<file path="src/rtl/hazard_pkg.sv">
// Shared types and operand source codes for the decode-stage hazard scoreboard.
package hazard_pkg;

    localparam logic [2:0] SRC_RF   = 3'd0;
    localparam logic [2:0] SRC_AU0  = 3'd1;
    localparam logic [2:0] SRC_AU1  = 3'd2;
    localparam logic [2:0] SRC_MUL0 = 3'd3;
    localparam logic [2:0] SRC_MUL1 = 3'd4;
    localparam logic [2:0] SRC_LSU  = 3'd5;
    localparam logic [2:0] SRC_WB0  = 3'd6;
    localparam logic [2:0] SRC_WB1  = 3'd7;

    typedef enum logic [1:0] {
        UNIT_AU   = 2'd0,
        UNIT_MUL  = 2'd1,
        UNIT_LSU  = 2'd2,
        UNIT_NONE = 2'd3
    } unit_e;

    typedef enum logic [1:0] {
        ST_IDLE = 2'd0,
        ST_WAIT = 2'd1,
        ST_EXEC = 2'd2,
        ST_WB   = 2'd3
    } ent_state_e;

    // In WB the lane field holds the write-back lane, not the issue lane.
    typedef struct packed {
        ent_state_e state;
        unit_e      unit;
        logic       lane;
    } entry_t;

endpackage

</file>
<file path="src/rtl/hazard_scoreboard_entry.sv">
// One architectural register's scoreboard entry.
//
//   state   | meaning
//   --------+--------------------------------------------------------
//   IDLE    | no pending producer, operand comes from the regfile
//   WAIT    | MUL/LSU producer in flight, result not yet available
//   EXEC    | AU producer in execute, bypass from the AU lane
//   WB      | result in write-back, bypass from the WB lane
module sb_entry
    import hazard_pkg::*;
#(
    parameter int REG_ADDR_W = 5,
    parameter int IDX        = 1
) (
    input  logic                  clk,
    input  logic                  rst_n,
    input  logic                  issue_i,
    input  unit_e                 issue_unit_i,
    input  logic                  issue_lane_i,
    input  logic                  mul_done_i,
    input  logic [REG_ADDR_W-1:0] mul_done_rd_i,
    input  logic                  mul_done_lane_i,
    input  logic                  lsu_done_i,
    input  logic [REG_ADDR_W-1:0] lsu_done_rd_i,
    output entry_t                entry_o,
    output logic                  hit_o
);

    localparam logic [REG_ADDR_W-1:0] MY_IDX = REG_ADDR_W'(IDX);

    entry_t ent_q, ent_d;

    // A completion pulse only counts when it targets this register and its unit.
    assign hit_o = (ent_q.state == ST_WAIT) &&
                   (((ent_q.unit == UNIT_MUL) && mul_done_i && (mul_done_rd_i == MY_IDX)) ||
                    ((ent_q.unit == UNIT_LSU) && lsu_done_i && (lsu_done_rd_i == MY_IDX)));

    assign entry_o = ent_q;

    // Entry state register.
    always_ff @(posedge clk or negedge rst_n) begin
        if (!rst_n) begin
            ent_q <= '{state: ST_IDLE, unit: UNIT_AU, lane: 1'b0};
        end else begin
            ent_q <= ent_d;
        end
    end

    // Next-state: pipeline progression, with a new issue taking priority.
    always_comb begin
        ent_d = ent_q;
        unique case (ent_q.state)
            ST_EXEC: ent_d.state = ST_WB;
            ST_WAIT: begin
                if (hit_o) begin
                    ent_d.state = ST_WB;
                    ent_d.lane  = (ent_q.unit == UNIT_MUL) ? mul_done_lane_i : 1'b0;
                end
            end
            ST_WB:   ent_d.state = ST_IDLE;
            default: ;
        endcase
        if (issue_i) begin
            ent_d.state = (issue_unit_i == UNIT_AU) ? ST_EXEC : ST_WAIT;
            ent_d.unit  = issue_unit_i;
            ent_d.lane  = (issue_unit_i == UNIT_LSU) ? 1'b0 : issue_lane_i;
        end
    end

endmodule

</file>
<file path="src/rtl/hazard_scoreboard.sv">
// Register scoreboard and forwarding controller beside instruction decode.
module hazard_scoreboard
    import hazard_pkg::*;
#(
    parameter int REG_COUNT  = 32,
    parameter int REG_ADDR_W = 5
) (
    input  logic                  clk,
    input  logic                  rst_n,
    input  logic                  dec_valid,
    input  logic [REG_ADDR_W-1:0] dec_rs1,
    input  logic [REG_ADDR_W-1:0] dec_rs2,
    input  logic                  dec_use_rs2,
    input  logic                  dec_reg_write,
    input  logic [REG_ADDR_W-1:0] dec_rd,
    input  logic [1:0]            dec_unit,
    input  logic                  dec_lane,
    input  logic                  mul_done,
    input  logic [REG_ADDR_W-1:0] mul_done_rd,
    input  logic                  mul_done_lane,
    input  logic                  lsu_done,
    input  logic [REG_ADDR_W-1:0] lsu_done_rd,
    output logic [2:0]            hazard_select1,
    output logic [2:0]            hazard_select2,
    output logic                  stall,
    output logic [REG_COUNT-1:0]  busy_mask
);

    entry_t               ent [REG_COUNT];
    logic [REG_COUNT-1:0] hit;
    logic [REG_COUNT-1:0] issue_vec;
    logic                 issue;
    logic                 waw;
    logic [3:0]           src1, src2;

    // Returns {ready, source code} for one operand.
    function automatic logic [3:0] operand_src(entry_t e, logic h, logic mul_lane);
        logic [3:0] r;
        r = {1'b1, SRC_RF};
        unique case (e.state)
            ST_EXEC: if (e.unit == UNIT_AU) r = {1'b1, e.lane ? SRC_AU1 : SRC_AU0};
            ST_WB:   r = {1'b1, e.lane ? SRC_WB1 : SRC_WB0};
            ST_WAIT: begin
                if (!h)                        r = {1'b0, SRC_RF};
                else if (e.unit == UNIT_LSU)   r = {1'b1, SRC_LSU};
                else                           r = {1'b1, mul_lane ? SRC_MUL1 : SRC_MUL0};
            end
            default: ;
        endcase
        return r;
    endfunction

    // x0 is hardwired: always idle, never hit, never issued.
    assign ent[0]       = '{state: ST_IDLE, unit: UNIT_NONE, lane: 1'b0};
    assign hit[0]       = 1'b0;
    assign issue_vec[0] = 1'b0;
    assign busy_mask[0] = 1'b0;

    for (genvar g = 1; g < REG_COUNT; g++) begin : g_entry
        assign issue_vec[g] = issue && (dec_rd == REG_ADDR_W'(g));
        assign busy_mask[g] = (ent[g].state != ST_IDLE);

        sb_entry #(
            .REG_ADDR_W (REG_ADDR_W),
            .IDX        (g)
        ) u_entry (
            .clk             (clk),
            .rst_n           (rst_n),
            .issue_i         (issue_vec[g]),
            .issue_unit_i    (unit_e'(dec_unit)),
            .issue_lane_i    (dec_lane),
            .mul_done_i      (mul_done),
            .mul_done_rd_i   (mul_done_rd),
            .mul_done_lane_i (mul_done_lane),
            .lsu_done_i      (lsu_done),
            .lsu_done_rd_i   (lsu_done_rd),
            .entry_o         (ent[g]),
            .hit_o           (hit[g])
        );
    end

    // Operand selects, stall and issue decode, all same-cycle.
    always_comb begin
        src1  = operand_src(ent[dec_rs1], hit[dec_rs1], mul_done_lane);
        src2  = operand_src(ent[dec_rs2], hit[dec_rs2], mul_done_lane);
        waw   = dec_reg_write && (ent[dec_rd].state == ST_WAIT) && !hit[dec_rd];
        stall = dec_valid && (!src1[3] || (dec_use_rs2 && !src2[3]) || waw);
        issue = dec_valid && !stall && dec_reg_write && (dec_rd != '0) &&
                (unit_e'(dec_unit) != UNIT_NONE);
        hazard_select1 = dec_valid ? src1[2:0] : SRC_RF;
        hazard_select2 = (dec_valid && dec_use_rs2) ? src2[2:0] : SRC_RF;
    end

endmodule
</file>
<file path="config.mk">
export PLATFORM = sky130hd
export DESIGN_NAME = hazard_scoreboard
export DESIGN_NICKNAME = d
export VERILOG_FILES = /design/src/rtl/hazard_pkg.sv /design/src/rtl/hazard_scoreboard_entry.sv /design/src/rtl/hazard_scoreboard.sv
export SDC_FILE = /design/constraint.sdc
export NUM_CORES = 1
export LEC_CHECK = 0
export CAP_MARGIN = 10
export CORE_MARGIN = 8
export CORE_UTILIZATION = 41
export DETAILED_ROUTE_END_ITERATION = 7
export PLACE_DENSITY = 0.72
export SETUP_SLACK_MARGIN = 0.3
export SLEW_MARGIN = 10
export SYNTH_ARGS = -nofsm -noshare
export SYNTH_HDL_FRONTEND = slang
export SYNTH_SLANG_ARGS = --single-unit
export TNS_END_PERCENT = 30
</file>
<file path="constraint.sdc">
create_clock -name clk -period 3.35 [get_ports clk]
set_clock_uncertainty 0.15 [all_clocks]
set_input_delay 0.335 -clock clk [delete_from_list [all_inputs] [get_ports clk]]
set_output_delay 0.335 -clock clk [all_outputs]
set_load 0.01 [all_outputs]
</file>
==> run summary <==
Run status: finished with violations
Violated checks: setup timing
Min-delay worst type: input pin to async pin
Placeable Area: 31600 µm²
Data required, critical path: 2.86 ns
Via count: 13.8k
GRT Residual Overflow: 0
Yosys cell types: 97
Synthesized cell area: 13200 µm²
Worst-Margin Slew: 0.761 ns
Clk pin slew, worst setup/hold paths: 0.06 ns
Final setup viols: 150
Synthesis-to-layout area growth: 53.5%
Final nets: 1795
Clock Sinks: 155
Net Count, Synth: 1250
Tcrit/Tclk final: 110%
Worst vdd ir: 0.391 mV
Clk root buf: clkbuf_16
Worst setup margin: -0.322 ns
Slew Limit Fails: 0
Fmax: 272 MHz
Pre-CTS setup slack: -1.29 ns
RD Place Congestion: 1.08
N_diodes: 0
Die area: 38100 µm²
CP max stage delay: 0.49 ns
Yosys warning count: 0
Layout cell share with drive strength beyond 1: 53.4%
Total wire length: 64.3 mm
Vias in the first global route: 14.0k
Initial antenna violation count: 2
Post-synth ARST share: 100%
Area of the multi-input gates: 9700 µm²
Crit end category: output port
CP startpoint kind: flip-flop
Global router's overall resource usage: 33.0%
FILL cells: 2496
Max stage delay cell, worst path: a32oi_1
Rel. slew slack: 49.3%
Post-DP HPWL: 49.9 mm
RSZ-0062 raised after global routing: yes
ANT nets after route: 0
CTS max path bufs: 2
Top_reg_cell synth: dfrtp_1
#FFs+latches synth: 155
Iteration-0 DRC Markers: 1652
Largest register FFs: 155
CTS Buf Count: 17
LEAKAGE: 0.00916 µW
# IOs: 75
First-pass GRT wire length: 92.8 mm
Via density per instance: 6.34
FP Rows: 65
Worst path cell trace: nor2b_1 > a32oi_1 > nor4_1 > a2111oi_1 > o2111ai_1 > o22a_1 > o22a_4 > a21boi_4 > buf_6
WP buf/inv: 1
Hold Slack: 0.296 ns
Syn Inst Count: 1214
Initial core utilization: 41.7%
CTS tree: built
Drt wl/cell: 29.6 µm
First-pass detailed-route iteration total: 5
Crit-path leading delay family: compound AO/OA/AOI/OAI gates
Hold Fails Final Rpt: 0
FF/Latch Area: 3890 µm²
Die Ht: 195 µm
# DRC: 0
Die Wd: 195 µm
Register area share after synthesis: 29.4%
H-tree Lvls: 4
Post-synth EDFFs: 0
Synth Area per Inst: 10.9 µm²
PD cells: 331 nW/µm²
Largest net degree at the start of global routing: 75
Max FO, Critical Path: 4
Clock latency on the worst-skew pair: 0.47 ns
Maxcap violations: 0
Tot Pwr: 6690 µW
PortBufs: 73
Arrival time at the worst endpoint: 3.19 ns
CP Class: flip-flop to output port
Most frequent cells in the layout: buf_4, dfrtp_1, mux2i_1
Most common cell after layout, fill and taps aside: buf_4
Final min period: 3.67 ns
[final timing paths]
path                                                            startpoint                                    endpoint  slack (ns)  cells past startpoint
worst max-delay path             g_entry[6].u_entry.entry_o[1]$_DFFE_PN0P_                                       stall       -0.32                      9
worst min-delay path                                                 rst_n   g_entry[4].u_entry.entry_o[1]$_DFFE_PN0P_        0.30                      2
worst max register to register   g_entry[6].u_entry.entry_o[1]$_DFFE_PN0P_  g_entry[29].u_entry.entry_o[1]$_DFFE_PN0P_       -0.24                     12
worst min register to register  g_entry[25].u_entry.entry_o[2]$_DFFE_PN0P_  g_entry[25].u_entry.entry_o[2]$_DFFE_PN0P_        0.40                      1
max in group asynchronous                                            rst_n  g_entry[16].u_entry.entry_o[3]$_DFFE_PN0P_        1.78                      3
min in group clk                g_entry[25].u_entry.entry_o[2]$_DFFE_PN0P_  g_entry[25].u_entry.entry_o[2]$_DFFE_PN0P_        0.40                      1
[logic make-up (layout without fill, tap and decap cells)]
kind of cell / Yosys count / in the layout / share of synthesized area, %
AND/OR/NAND/NOR: 406 / 406 / 20.7
XOR/XNOR: 21 / 21 / 1.40
flip-flops: 155 / 155 / 29.4
buffers and inverters: 132 / 690 / 4.86
multiplexers: 280 / 280 / 31.1
other: 1 / 1 / 0.0285
AO/OA/AOI/OAI: 219 / 219 / 12.5
[synthesized netlist by cell type (6+ instances only)]
cell type / n / area share [%]
buf_6: 7 / 0.60
or2_2: 35 / 1.7
nor4_1: 8 / 0.38
nand4b_1: 8 / 0.53
buf_4: 10 / 0.57
mux2i_1: 115 / 8.7
nand3_4: 8 / 1.1
nand2b_1: 39 / 1.9
clkbuf_1: 36 / 1.0
o22ai_1: 13 / 0.62
a22oi_1: 12 / 0.68
mux2_1: 35 / 3.0
and2_1: 13 / 0.62
nand3_1: 7 / 0.27
a21oi_1: 40 / 1.5
a32oi_1: 13 / 0.86
mux4_2: 93 / 16
nor3_1: 27 / 1.0
buf_2: 31 / 1.2
mux2_4: 8 / 0.91
nand4_2: 7 / 0.66
o21a_1: 7 / 0.40
nor2b_1: 55 / 2.6
mux2_2: 28 / 2.4
o21ai_0: 25 / 0.95
nand4bb_1: 6 / 0.51
inv_1: 41 / 1.2
o32ai_1: 8 / 0.53
nor2_1: 68 / 1.9
nor4bb_1: 12 / 0.91
nand2_1: 36 / 1.0
a2111oi_0: 6 / 0.40
and3_1: 8 / 0.38
o221ai_1: 6 / 0.40
nand4_1: 8 / 0.38
a31oi_1: 21 / 1.0
dfrtp_1: 155 / 29
xnor2_1: 21 / 1.4
or3_1: 9 / 0.43
and4b_1: 8 / 0.61
[final cells by class]
type,instances,share of cell area [%]
timing repair buffer,615,26.5
sequential,155,19.2
tap,402,2.49
clock inverter,13,0.835
multi-input combinational,927,48.0
inverter,43,0.798
clock buffer,19,2.19
[timing repair]
item	in CTS	in global routing
buffers inserted	39	22
cloned	2	2
endpoints found under the hold margin	72	0
endpoints found under the setup margin	162	162
hold buffers	1	0
pin swaps	68	52
gates resized for setup	218	102
[routing by layer]
| metal | vias up | global-route usage (%) | share of wire [%] |
|---|---|---|---|
| li1 | 5814 | - | - |
| met1 | 6907 | 41.3 | 39 |
| met2 | 825 | 52.4 | 45 |
| met3 | 232 | 5.64 | 8.1 |
| met4 | 0 | 21.3 | 7.5 |
| met5 | - | 0 | 0 |
[stage by stage]
step / std cells / instance area, µm² / util, % / setup TNS [ns]
2_1_floorplan: 1214 / 13600 / - / 0
3_3_place_gp: 2076 / 18000 / 56.8 / -171.70
3_5_place_dp: 2076 / 18000 / 56.8 / -177.24
4_1_cts: 2150 / 19600 / 61.9 / -15.00
5_1_grt: 2174 / 20200 / 63.9 / -26.98
6_report: 2174 / 20200 / 63.9 / -20.59
[report_power, final]
| part | internal (µW) | switching (µW) | total [µW] |
|---|---|---|---|
| logic | 1240 | 1240 | 2480 |
| clock network | 1190 | 881 | 2080 |
| registers | 2000 | 130 | 2130 |
[worst register-to-register path, cell delays in order, from the launching register on]
cell and delay, ns:
dfrtp_1 0.41, nor2b_1 0.17, a32oi_1 0.49, nor4_1 0.15
a2111oi_1 0.41, o2111ai_1 0.20, o22a_1 0.28, o22a_4 0.29
buf_6 0.14, buf_12 0.14, buf_4 0.15, nand3_4 0.14
mux2_2 0.35
Power figures use the tool's default switching activity.
